--- src/rtl/ula_fx_arb.sv ---
// ula_fx_arb: round-robin arbiter/sequencer sharing one ula_fx between NREQ requesters.
// One operation is accepted per grant (IDLE -> EXEC -> RESP). The ALU is driven from
// registered operands, DIV/MOD are held in EXEC for DIV_LAT cycles, and the captured
// result is returned on the winning requester's response handshake.
//
// Optional feature macro: ULA_FX_ARB_PRIO_EN
//   defined   -> requester 0 has fixed top priority; its grants leave the rr pointer alone
//   undefined -> pure round-robin
//
// Ports:
//   clk, rst                    clock, synchronous active-high reset
//   req_vld/op/in1/in2          packed per-requester operation requests
//   req_rdy                     one-hot accept (combinational, IDLE only)
//   alu_op/alu_in1/alu_in2      to the shared ula_fx
//   alu_out/alu_zero            from the shared ula_fx
//   rsp_vld/rsp_rdy             per-requester response handshake
//   rsp_out/rsp_zero/rsp_err    captured result, zero flag, illegal-opcode flag
//   gnt_id                      index of current owner (valid outside IDLE)
module ula_fx_arb #(
    parameter int unsigned NUBITS  = 32,
    parameter int unsigned NREQ    = 4,
    parameter int unsigned NRQW    = 2,
    parameter int unsigned DIV_LAT = 1
) (
    input  logic                   clk,
    input  logic                   rst,
    input  logic [NREQ-1:0]        req_vld,
    input  logic [5*NREQ-1:0]      req_op,
    input  logic [NUBITS*NREQ-1:0] req_in1,
    input  logic [NUBITS*NREQ-1:0] req_in2,
    output logic [NREQ-1:0]        req_rdy,
    output logic [4:0]             alu_op,
    output logic [NUBITS-1:0]      alu_in1,
    output logic [NUBITS-1:0]      alu_in2,
    input  logic [NUBITS-1:0]      alu_out,
    input  logic                   alu_zero,
    output logic [NREQ-1:0]        rsp_vld,
    input  logic [NREQ-1:0]        rsp_rdy,
    output logic [NUBITS-1:0]      rsp_out,
    output logic                   rsp_zero,
    output logic                   rsp_err,
    output logic [NRQW-1:0]        gnt_id
);

    // Counter holds DIV_LAT-1, at most 15.
    localparam int unsigned CW = 4;

    typedef enum logic [1:0] {StIdle, StExec, StResp} state_e;

    state_e              state_q, state_d;
    logic [NRQW-1:0]     rr_q, rr_d;
    logic [NRQW-1:0]     gnt_q, gnt_d;
    logic [4:0]          op_q, op_d;
    logic [NUBITS-1:0]   in1_q, in1_d, in2_q, in2_d;
    logic [CW-1:0]       cnt_q, cnt_d;
    logic [NREQ-1:0]     rsp_vld_q, rsp_vld_d;
    logic [NUBITS-1:0]   rsp_out_q, rsp_out_d;
    logic                rsp_zero_q, rsp_zero_d;
    logic                rsp_err_q, rsp_err_d;

    logic                win_found;
    logic [NRQW-1:0]     win_id;
    logic [4:0]          sel_op;
    logic [NUBITS-1:0]   sel_in1, sel_in2;

    function automatic logic [NREQ-1:0] onehot(input logic [NRQW-1:0] i);
        onehot = '0;
        onehot[i] = 1'b1;
    endfunction

    // First valid requester at or after the rr pointer, wrapping.
    always_comb begin
        int idx;
        idx       = 0;
        win_found = 1'b0;
        win_id    = '0;
        for (int k = 0; k < int'(NREQ); k++) begin
            idx = int'(rr_q) + k;
            if (idx >= int'(NREQ)) idx = idx - int'(NREQ);
            if (!win_found && req_vld[idx]) begin
                win_found = 1'b1;
                win_id    = NRQW'(idx);
            end
        end
`ifdef ULA_FX_ARB_PRIO_EN
        if (req_vld[0]) begin
            win_found = 1'b1;
            win_id    = '0;
        end
`endif
    end

    assign sel_op  = req_op[5*int'(win_id) +: 5];
    assign sel_in1 = req_in1[NUBITS*int'(win_id) +: NUBITS];
    assign sel_in2 = req_in2[NUBITS*int'(win_id) +: NUBITS];

    always_comb begin
        state_d    = state_q;
        rr_d       = rr_q;
        gnt_d      = gnt_q;
        op_d       = op_q;
        in1_d      = in1_q;
        in2_d      = in2_q;
        cnt_d      = cnt_q;
        rsp_vld_d  = rsp_vld_q;
        rsp_out_d  = rsp_out_q;
        rsp_zero_d = rsp_zero_q;
        rsp_err_d  = rsp_err_q;
        req_rdy    = '0;
        alu_op     = '0;
        alu_in1    = '0;
        alu_in2    = '0;

        unique case (state_q)
            StIdle: begin
                if (win_found) begin
                    req_rdy = onehot(win_id);
                    gnt_d   = win_id;
                    op_d    = sel_op;
                    in1_d   = sel_in1;
                    in2_d   = sel_in2;
                    if (sel_op >= 5'd24) begin
                        // Illegal opcode: answer immediately, ALU untouched.
                        rsp_err_d  = 1'b1;
                        rsp_out_d  = '0;
                        rsp_zero_d = 1'b0;
                        rsp_vld_d  = onehot(win_id);
                        state_d    = StResp;
                    end else begin
                        cnt_d   = (sel_op == 5'd4 || sel_op == 5'd5) ? CW'(DIV_LAT - 1) : '0;
                        state_d = StExec;
                    end
                end
            end
            StExec: begin
                alu_op  = op_q;
                alu_in1 = in1_q;
                alu_in2 = in2_q;
                if (cnt_q == '0) begin
                    rsp_out_d  = alu_out;
                    rsp_zero_d = alu_zero;
                    rsp_err_d  = 1'b0;
                    rsp_vld_d  = onehot(gnt_q);
                    state_d    = StResp;
                end else begin
                    cnt_d = cnt_q - 1'b1;
                end
            end
            StResp: begin
                if (rsp_rdy[gnt_q]) begin
                    rsp_vld_d = '0;
                    state_d   = StIdle;
`ifdef ULA_FX_ARB_PRIO_EN
                    if (gnt_q != '0)
`endif
                    rr_d = (gnt_q == NRQW'(NREQ - 1)) ? '0 : gnt_q + 1'b1;
                end
            end
            default: state_d = StIdle;
        endcase
    end

    always_ff @(posedge clk) begin
        if (rst) begin
            state_q    <= StIdle;
            rr_q       <= '0;
            gnt_q      <= '0;
            op_q       <= '0;
            in1_q      <= '0;
            in2_q      <= '0;
            cnt_q      <= '0;
            rsp_vld_q  <= '0;
            rsp_out_q  <= '0;
            rsp_zero_q <= 1'b0;
            rsp_err_q  <= 1'b0;
        end else begin
            state_q    <= state_d;
            rr_q       <= rr_d;
            gnt_q      <= gnt_d;
            op_q       <= op_d;
            in1_q      <= in1_d;
            in2_q      <= in2_d;
            cnt_q      <= cnt_d;
            rsp_vld_q  <= rsp_vld_d;
            rsp_out_q  <= rsp_out_d;
            rsp_zero_q <= rsp_zero_d;
            rsp_err_q  <= rsp_err_d;
        end
    end

    assign rsp_vld  = rsp_vld_q;
    assign rsp_out  = rsp_out_q;
    assign rsp_zero = rsp_zero_q;
    assign rsp_err  = rsp_err_q;
    assign gnt_id   = gnt_q;

endmodule

--- config.mk ---
export PLATFORM = sky130hd
export DESIGN_NAME = ula_fx_arb
export DESIGN_NICKNAME = d
export VERILOG_FILES = /design/src/rtl/ula_fx_arb.sv
export SDC_FILE = /design/constraint.sdc
export NUM_CORES = 1
export LEC_CHECK = 0
export CAP_MARGIN = 20
export CORE_MARGIN = 2
export CORE_UTILIZATION = 25
export DETAILED_ROUTE_END_ITERATION = 6
export SYNTH_ARGS = -nofsm -noshare
export SYNTH_HDL_FRONTEND = slang
export SYNTH_SLANG_ARGS = --single-unit
export TNS_END_PERCENT = 30
--- constraint.sdc ---
create_clock -name clk -period 3.6 [get_ports clk]
set_input_delay 0.72 -clock clk [delete_from_list [all_inputs] [get_ports clk]]
set_output_delay 0.72 -clock clk [all_outputs]
set_load 0.01 [all_outputs]
Yosys cells after proc, flatten, opt, wreduce, memory -nomap -nowiden
Index checks and enable logic that the tools add are counted.
- bits of input ports: 319
- ROM bits: 0
- bits in writable memories: 0
- bits in latches: 0
- output and inout bits: 113
- logic and storage cells: 126
- flip-flop bits (word level): 117
- memories: 0
- mux-type cells: 62
- $mul: 1
- $add $sub $neg: 9
- bitwise logic cells: 0
- reduce and logical (&&, ||, !) cells: 18
- equality and inequality tests: 9
- magnitude comparators: 13
- div/mod/pow operators: 0
- shift-type cells: 3
- operators with widths (operator ; number):
    32-bit two-way mux ; 9
    128-bit by 8-bit indexed part select with 32-bit output ; 2
    32-bit by 4-bit < comparator with 1-bit output, second input constant ; 4
    32-bit one-hot mux with 2 select lines ; 1
    4-bit two-way mux ; 9
    1-bit two-way mux ; 21
    20-bit by 6-bit indexed part select with 5-bit output ; 1
    2-bit two-way mux ; 9
    2-bit != test, second input constant ; 6
    4-bit one-hot mux with 3 select lines ; 1
    3-bit by 3-bit subtractor with 4-bit output, second input constant ; 3
    1-bit binary-select mux with 2-bit select ; 5
    3-bit greater-or-equal comparator, second input constant ; 3
    4-bit one-hot mux with 2 select lines ; 1
    4-bit AND reduction ; 2
    2-bit by 2-bit adder with 3-bit output, second input constant ; 2
    2-bit by 3-bit < comparator with 1-bit output, second input constant ; 2
    2-bit one-hot mux with 3 select lines ; 1
    5-bit greater-or-equal comparator, second input constant ; 1
    1-bit logical AND ; 5
    3-bit by 2-bit multiplier with 5-bit output, first input constant ; 1
    5-bit two-way mux ; 1
    5-bit AND reduction ; 1
    1-bit demux with 2-bit select ; 2
    other kinds (16) ; 22

Depth between registers and ports, before layout
Gate-level depths: netlist (run 1).
- depth in word-level cells: 22
- mapped depth: 11
- depth with buffers taken out: 8

Worst setup path before layout (run 1)
Ideal clock, no wire load.
- path type: input port to output port
- start: input req_vld[2]
- end: output req_rdy[1]
- cell stages on the path: 8
- required time: 2.880 ns
- buffers on the path: 3
- data arrival time: 2.274 ns
- slack: 0.606 ns
- cell sequence: mux2i_1 -> nor2_1 -> nor3_4 -> buf_2 -> clkbuf_1 -> clkbuf_1 -> nand2_1 -> nor2_1
- cells in the longest elaborated chain, start to end: 19
- elaborated cells between the ends (all ways): 33
- those cells by class: order compare: 2; mux: 24; reduce/logical: 7
- ends and longest elaborated chain (element ; RTL line ; text):
    from (decl) ; 27 ; input logic [NREQ-1:0] req_vld,
    1-bit binary-select mux with 2-bit select ; 80 ; if (!win_found && req_vld[idx]) begin
    1-bit two-way mux (implied by the code) (2 in a row) ; 80 ;
    1-bit two-way mux ; 80 ;
    1-bit logical NOT ; 80 ;
    1-bit logical AND ; 80 ;
    1-bit two-way mux ; 80 ;
    1-bit logical NOT ; 80 ;
    1-bit logical AND ; 80 ;
    [2 not listed] ; n/a ;
    1-bit logical AND ; 80 ;
    2-bit two-way mux ; 80 ;
    2-bit by 3-bit < comparator with 1-bit output (implied by the code) / 2-bit by 1-bit greater-or-equal comparator with 1-bit output (equally long branches) ; 68 ; onehot[i] = 1'b1;
    1-bit logical AND (implied by the code) ; 68 ;
    1-bit two-way mux (implied by the code) ; 68 ;
    1-bit demux with 2-bit select ; 68 ;
    4-bit two-way mux (*) ; 116 ; if (win_found) begin
    4-bit two-way mux (*) ; 114 ; unique case (state_q)
    to (decl) ; 31 ; output logic [NREQ-1:0] req_rdy,
Every way passes the cells marked *; elsewhere a longest branch is shown, timed or not. The select of a mux whose other input is x is not followed.

Worst setup path after layout (run 1)
- start: input req_vld[3]
- end: output req_rdy[2]
The elaborated chain is that of the path after synthesis.

==> results.toml, run 1 <==
[status]
status = "completed"

[global_routing]
grt-ovfl-total = 0
antenna_found_initial = 0
grt_max_degree = 137
grt_pass1_vias = 7607
grtUsageTotal_pct = 18.8
grt_first_pass_wirelength_mm = 42.5

[synth]
synth_fp_nets = 1297
yosysTopAreaCellShare_pct = 34.0
synth-compound-area-share_pct = 21.7
muxShareOfSynthArea_pct = 1.69
ys_ff_latch = 117
synth_cell_type_count = 39
synthesis.area_sq_mm = 0.00688
synth_top_family_by_area = "simple AND/OR/NAND/NOR gates"
yosys_warnings = 0
synth-simple-area-share_pct = 34.8
synth-xor-area-share_pct = 0
synth_fa_ha_area_share_pct = 1.82
ys_seq_area_share_pct = 34.0
synth_cells = 968
synth.area.top_cells = "dfxtp_1 34%, nand2_1 15%, a311oi_1 9.0%, and2_1 6.4%, and3_1 6.2%"
syn_avg_cell_area_sq_um = 7.11
synth_top_area_cell = "dfxtp_1"

[sta]
fin_crit_sh_pct = 97.8
fmax_mhz = 284
finalSetupViolCount = 0
slew_violations = 0
rsz0062_at_grt = "no"
fin_crit_ps = 3520
skew_ps = 14.1
worst_pin_slew_ps = 738
hold_viol = 0
relSlewSlack_pct = 50.8
whs_ps = 475

[clock_network]
htreeDepth = 4
ctsHoldBuffers = 0
cts_tree = "done"
cts_made_buffers = 17
post_cts_resized = 1
clockBufferDepth = 2
cts_sinks = 117
clk_pin_slew_ps = 50
post_cts_buffers = 0
cts_root_buf = "clkbuf_16"
worstSkewPairLatency_ps = 420

[place]
routabilityCongestion = 0.813
dpl-instance-area_sq_mm = 0.0115
dp_hpwl_mm = 20.7
portBuffers = 431

[critical_path]
cp.required_ps = 2880
crit_type = "in2out"
arrival_ps = 2800
critPathMaxFanout = 7
start_kind = "input pin"
crit_top_cell = "clkdlybuf4s50_1"
rr_startpoint = "rr_q[1]"
cp-end-kind = "output port"
slowest_stage = "clkdlybuf4s50_1"
crit_family = "buffers and inverters"
slowest_delay_ps = 580
worst-path-buf-inv = 2
crit_start = "req_vld[3]"
crit_chain = "clkdlybuf4s50_1 > nand4b_1 > o21ai_0 > or2_2 > nor3_2 > clkdlybuf4s50_1"

[floorplanning]
dieArea_sq_mm = 0.0289
fp.dieW_um = 170
core_area_sq_mm = 0.0270
die_y_um = 170
num_io_pins = 432
rows = 60
initial_core_util_pct = 25.5

[route]
firstDrtPassIters = 5
vias_per_cell = 4.80
wirelength_mm = 28.6
via_count = 8180
ant_nets = 0
wire_per_inst_um = 16.8
drt_iter0_markers = 395
drc = 0

[min_path]
hp-start = "in2_q[19]"
min_path_type = "reg2reg"

[final_layout]
layout-drive-gt1-share_pct = 4.84
utilization_pct = 44.8
final_nets = 1679
stdcell_area_sq_mm = 0.0121
syn_to_final_growth_pct = 75.3
diodes = 0

[power]
power.switching_w = 0.00206
comb_power_share_pct = 40.6
p_int_w = 0.00373
swShare_pct = 35.6
powerDensity_mw_per_mm2 = 480
clkPwrFrac_pct = 29.8
p_seq_share_pct = 29.5
peakVddDrop_v = 0.000365
leakage_nw = 4.91

[run]
drv_cap = 0
[sequential cells by signal, indices dropped and copies added, names as in the netlist]
signal,count
state_q,2
rsp_out,32
rsp_zero,1
gnt_id,2
cnt_q,4
rsp_vld,4
rr_q,2
in2_q,32
rsp_err,1
op_q,5
in1_q,32
[worst register-to-register path: cells and delay by family (launching register included)]
family | cells | cell delay, ps
buffers and inverters | 2 | 760
muxes | 1 | 230
DFF | 1 | 460
AOI/OAI and AO/OA | 2 | 390
and+or+nand+nor | 5 | 720
[placed cells by master, fill, tap and decap left out, types with 3 or more instances in the layout]
master and count:
clkdlybuf4s50_1 430, nand2_1 281, dfxtp_1 117, nor2_1 87, a21oi_1 79, a311oi_1 71
and2_1 70, and3_1 68, a22o_1 34, clkbuf_16 17, buf_4 16, inv_1 9
ha_1 9, mux2i_1 6, inv_6 5, or3_1 4, a32oi_1 4, buf_12 4
mux2_2 3, o21ai_0 3, a211oi_1 3, nand2b_1 3, clkinv_2 3, clkinv_4 3
[power by group through the flow]
stage	clock, W	combinational, W	sequential (W)
detailed placement	0	0.00237	0.00174
global route	0.00186	0.00260	0.00175
finish	0.00173	0.00235	0.00171
CTS	0.00179	0.00238	0.00171
global placement	0	0.00236	0.00173
floorplan	0	0.00130	0.00173
[path summary, 6_finish.rpt]
check / endpoint / slack (ps) / cells past startpoint
worst max-delay path: req_rdy[2] / 80 / 6
worst min-delay path: in2_q[19] / 480 / 2
worst max register to register: in2_q[24] / 970 / 10
worst min register to register: in2_q[19] / 480 / 2
[area by class of cell]
class	instances	area (sq um)
Fill cell	2730	14900
Timing Repair Buffer	450	4500
Multi-Input combinational cell	755	4160
Sequential cell	117	2340
Tap cell	341	427
Clock buffer	17	425
Clock inverter	15	168
Inverter	9	33.8
[synth_stat cells (all sizes together)]
master / number
o31ai: 1
or3b: 1
nand4b: 1
nand2b: 3
nand2: 282
and2: 70
o2bb2ai: 2
or4: 1
or3: 5
o21ai: 4
nand3: 2
clkbuf: 59
o21bai: 1
a22o: 34
buf: 28
mux2i: 6
o31a: 1
a31oi: 2
a32oi: 4
a311oi: 71
mux2: 3
nor2: 88
inv: 9
o211ai: 1
nor3: 5
or2: 1
a32o: 2
a21oi: 80
a211oi: 3
ha: 10
o221ai: 1
dfxtp: 117
mux4: 1
and3: 68
nor4: 1
[per-layer routing]
layer  up-vias  wire, um  global-route usage (%)
li1       4110         -                       -
met1      3749     12000                    22.9
met2       307     14000                    32.7
met3        14      2340                    5.93
met4         0       245                    3.34
met5         -         0                       0
[logic make-up (layout without fill, tap and decap cells)]
group,after synthesis,in the layout
AND/OR/NAND/NOR,528,528
AO/OA/AOI/OAI,207,207
flip-flops,117,117
buffers and inverters,96,491
adder cells (fa/ha/maj),10,10
multiplexers,10,10
[metrics by stage]
step	setup TNS (ps)	total power, W	setup slack (ps)	std cells
after CTS	0	0.00588	69.4	1704
after global placement	-16.6	0.00409	-16.6	1672
final	0	0.00579	80.6	1704
after detailed placement	-14.3	0.00411	-14.3	1672
after global routing	0	0.00621	3.75	1704
after floorplan	0	0.00303	606	968
Note: power is estimated with default switching activity, not from simulation.
==> inputs of run 2 (changes only) <==
- ABC_AREA: not set -> 1
- PLACE_DENSITY: not set -> 0.57
==> results.toml, run 2 <==
[floorplanning]
initial_core_util_pct = 25.2
rows = 62
core_area_sq_mm = 0.0285
num_io_pins = 432
fp.dieW_um = 174
die_y_um = 174
dieArea_sq_mm = 0.0302

[synth]
synth_cells = 1148
synth-simple-area-share_pct = 37.0
synth.area.top_cells = "dfxtp_1 33%, nand2_1 25%, inv_1 8.3%, o221ai_1 6.6%, nand4_1 5.0%"
ys_seq_area_share_pct = 32.5
synth_top_family_by_area = "simple AND/OR/NAND/NOR gates"
synth_edf_count = 0
ys_ff_latch = 117
yosys_warnings = 0
synth_async_sr_flop_share_pct = 0
yosys.cell_count.top_type = "nand2_1"
synth_cell_type_count = 36
synth_fa_ha_area_share_pct = 1.74
synthTopCellsByCount = "478 x nand2_1, 159 x inv_1, 117 x dfxtp_1, 63 x nand3_1, 57 x nand4_1"
synthesis.area_sq_mm = 0.00720
synth-xor-area-share_pct = 0.243
synth_top_flop_cell = "dfxtp_1"
muxShareOfSynthArea_pct = 0
syn_avg_cell_area_sq_um = 6.27
synth_fp_nets = 1477
synth_top_area_cell = "dfxtp_1"
yosysTopAreaCellShare_pct = 32.5
synth-compound-area-share_pct = 13.9

[global_routing]
met1_usage_pct = 23.6
met3_usage_pct = 7.26
top_usage_layer = "met2"
grt-ovfl-total = 0
grt_max_degree = 138
grtUsageTotal_pct = 21.0
antenna_found_initial = 9
grt_pass1_vias = 8921
grt_first_pass_wirelength_mm = 49.4
grt_use_met2_pct = 35.8

[clock_network]
cts_root_buf = "clkbuf_16"
cts_made_buffers = 17
htreeDepth = 4
cts_sinks = 117
post_cts_resized = 0
ctsHoldBuffers = 0
worstSkewPairLatency_ps = 430
cts_tree = "done"
clk_pin_slew_ps = 60
post_cts_buffers = 0
clockBufferDepth = 2

[final_layout]
stdcell_area_sq_mm = 0.0124
final_common_cell = "nand2_1"
instances_no_fill = 1940
most-common-layout-cells = "478 x nand2_1, 429 x clkdlybuf4s50_1, 158 x inv_1, 116 x dfxtp_1, 63 x nand3_1"
syn_to_final_growth_pct = 72.5
layout-drive-gt1-share_pct = 5.04
final_nets = 1864
fill_cells = 3057

[critical_path]
rr_startpoint = "rr_q[0]"
crit_start = "req_vld[2]"
worst-path-buf-inv = 5
r2r_slack_ps = 820
reg2reg_depth = 15
rr_endpoint = "in1_q[17]"
endpoint = "req_rdy[3]"
slowest_stage = "clkdlybuf4s50_1"
cp.required_ps = 2880
arrival_ps = 2830
slowest_delay_ps = 550
start_kind = "input pin"
crit_chain = "clkdlybuf4s50_1 > inv_1 > nand2_1 > nand3_1 > nand2_2 > inv_1 > nand3_1 > nand3_4 > inv_4 > nand2_1 > nor2_1 > clkdlybuf4s50_1"
cp.depth = 12
crit_type = "in2out"
cp-end-kind = "output port"
critPathMaxFanout = 9
crit_family = "buffers and inverters"

[route]
wirelength_mm = 32.4
wire_per_inst_um = 16.7
firstDrtPassIters = 5
ant_nets = 0
vias_per_cell = 4.63
drc = 0
drt_iter0_markers = 520
via_count = 8981

[sta]
worst_pin_slew_ps = 891
fmax_mhz = 282
slew_violations = 0
skew_ps = 16.7
finalSetupViolCount = 0
hold_viol = 0
fin_crit_sh_pct = 98.5
fin_crit_ps = 3550
setup_slack_ps = 54.5
rsz0062_at_grt = "yes"
relSlewSlack_pct = 40.6

[power]
leakage_nw = 5.79
peakVddDrop_v = 0.000411
powerDensity_mw_per_mm2 = 719

[place]
portBuffers = 431
dp_hpwl_mm = 23.4
dpl-instance-area_sq_mm = 0.0118
routabilityCongestion = 0.903
dp_cells = 1900
post-place-ws_ps = 64.6

[status]
status = "completed"

[min_path]
min_path_type = "reg2reg"

[run]
drv_cap = 0
-- run 2: changes by cell type after synthesis, sizes merged, moves of 32 or more --
cell    delta
a21oi     -32
a22o      -33
a311oi    -71
and2      -70
and3      -68
inv      +162
nand2    +202
nand3     +65
nand4     +57
nor2      -75
o221ai    +53
-- run 2: per-stage QoR --
| step | hold WS [ps] | setup TNS (ps) | power, W | util (%) |
|---|---|---|---|---|
| after floorplan | 459 | 0 | 0.00539 | - |
| after global placement | 448 | 0 | 0.00732 | 41.4 |
| after detailed placement | 453 | 0 | 0.00737 | 41.4 |
| after CTS | 462 | 0 | 0.00909 | 43.4 |
| after global routing | 471 | -149 | 0.00973 | 43.5 |
| final | 457 | 0 | 0.00893 | 43.5 |
-- run 2: area by class of cell --
type                            instances  area [sq um]  share of cell area, %
Timing Repair Buffer                  447          4530                   36.5
Multi-Input combinational cell        780          3830                   30.8
Sequential cell                       117          2340                   18.9
Inverter                              172           653                   5.26
Tap cell                              384           480                   3.87
Clock buffer                           17           425                   3.43
Clock inverter                         15           143                   1.15
Antenna cell                            8          20.0                  0.161
-- run 2: worst min path at each step --
| stage | from | endpoint | slack [ps] | cells past startpoint |
|---|---|---|---|---|
| floorplan | cnt_q[0] | cnt_q[0] | 460 | 2 |
| global placement | rsp_out[11] | rsp_out[11] | 450 | 2 |
| detailed placement | rsp_out[11] | rsp_out[11] | 450 | 2 |
| CTS | rsp_out[11] | rsp_out[11] | 460 | 2 |
| global route | rsp_out[9] | rsp_out[9] | 470 | 2 |
| finish | rsp_out[10] | rsp_out[10] | 460 | 2 |
-- run 2: metal layers --
metal	up-vias	routed length, um
met5	-	15
met4	2	1190
met3	55	2750
met2	327	15500
met1	4118	13000
li1	4479	-
-- run 2: where the power goes --
part / switching (W) / leakage [nW] / internal, W
registers: 0.000235 / 0.964 / 0.00173
logic: 0.00327 / 4.55 / 0.00203
clock network: 0.000701 / 0.281 / 0.000966
-- run 2: kinds of logic (layout without fill, tap and decap cells) --
kind of cell,after synthesis,count (layout)
XOR/XNOR,2,2
buffers and inverters,251,651
other,0,8
flip-flops,117,117
adder cells (fa/ha/maj),10,10
AO/OA/AOI/OAI,144,144
AND/OR/NAND/NOR,624,624
-- run 2: worst register-to-register path, cell delays in order (launching register included) --
cell	delay, ps
dfxtp_2	450
inv_4	100
nand2_1	80
nand2_2	90
nand2_1	110
nand2_2	80
nor2_4	170
nand4_1	120
nand2_2	140
inv_2	70
nor2_4	80
buf_4	620
a22oi_1	300
nand4_1	130
o211ai_1	110
inv_1	70
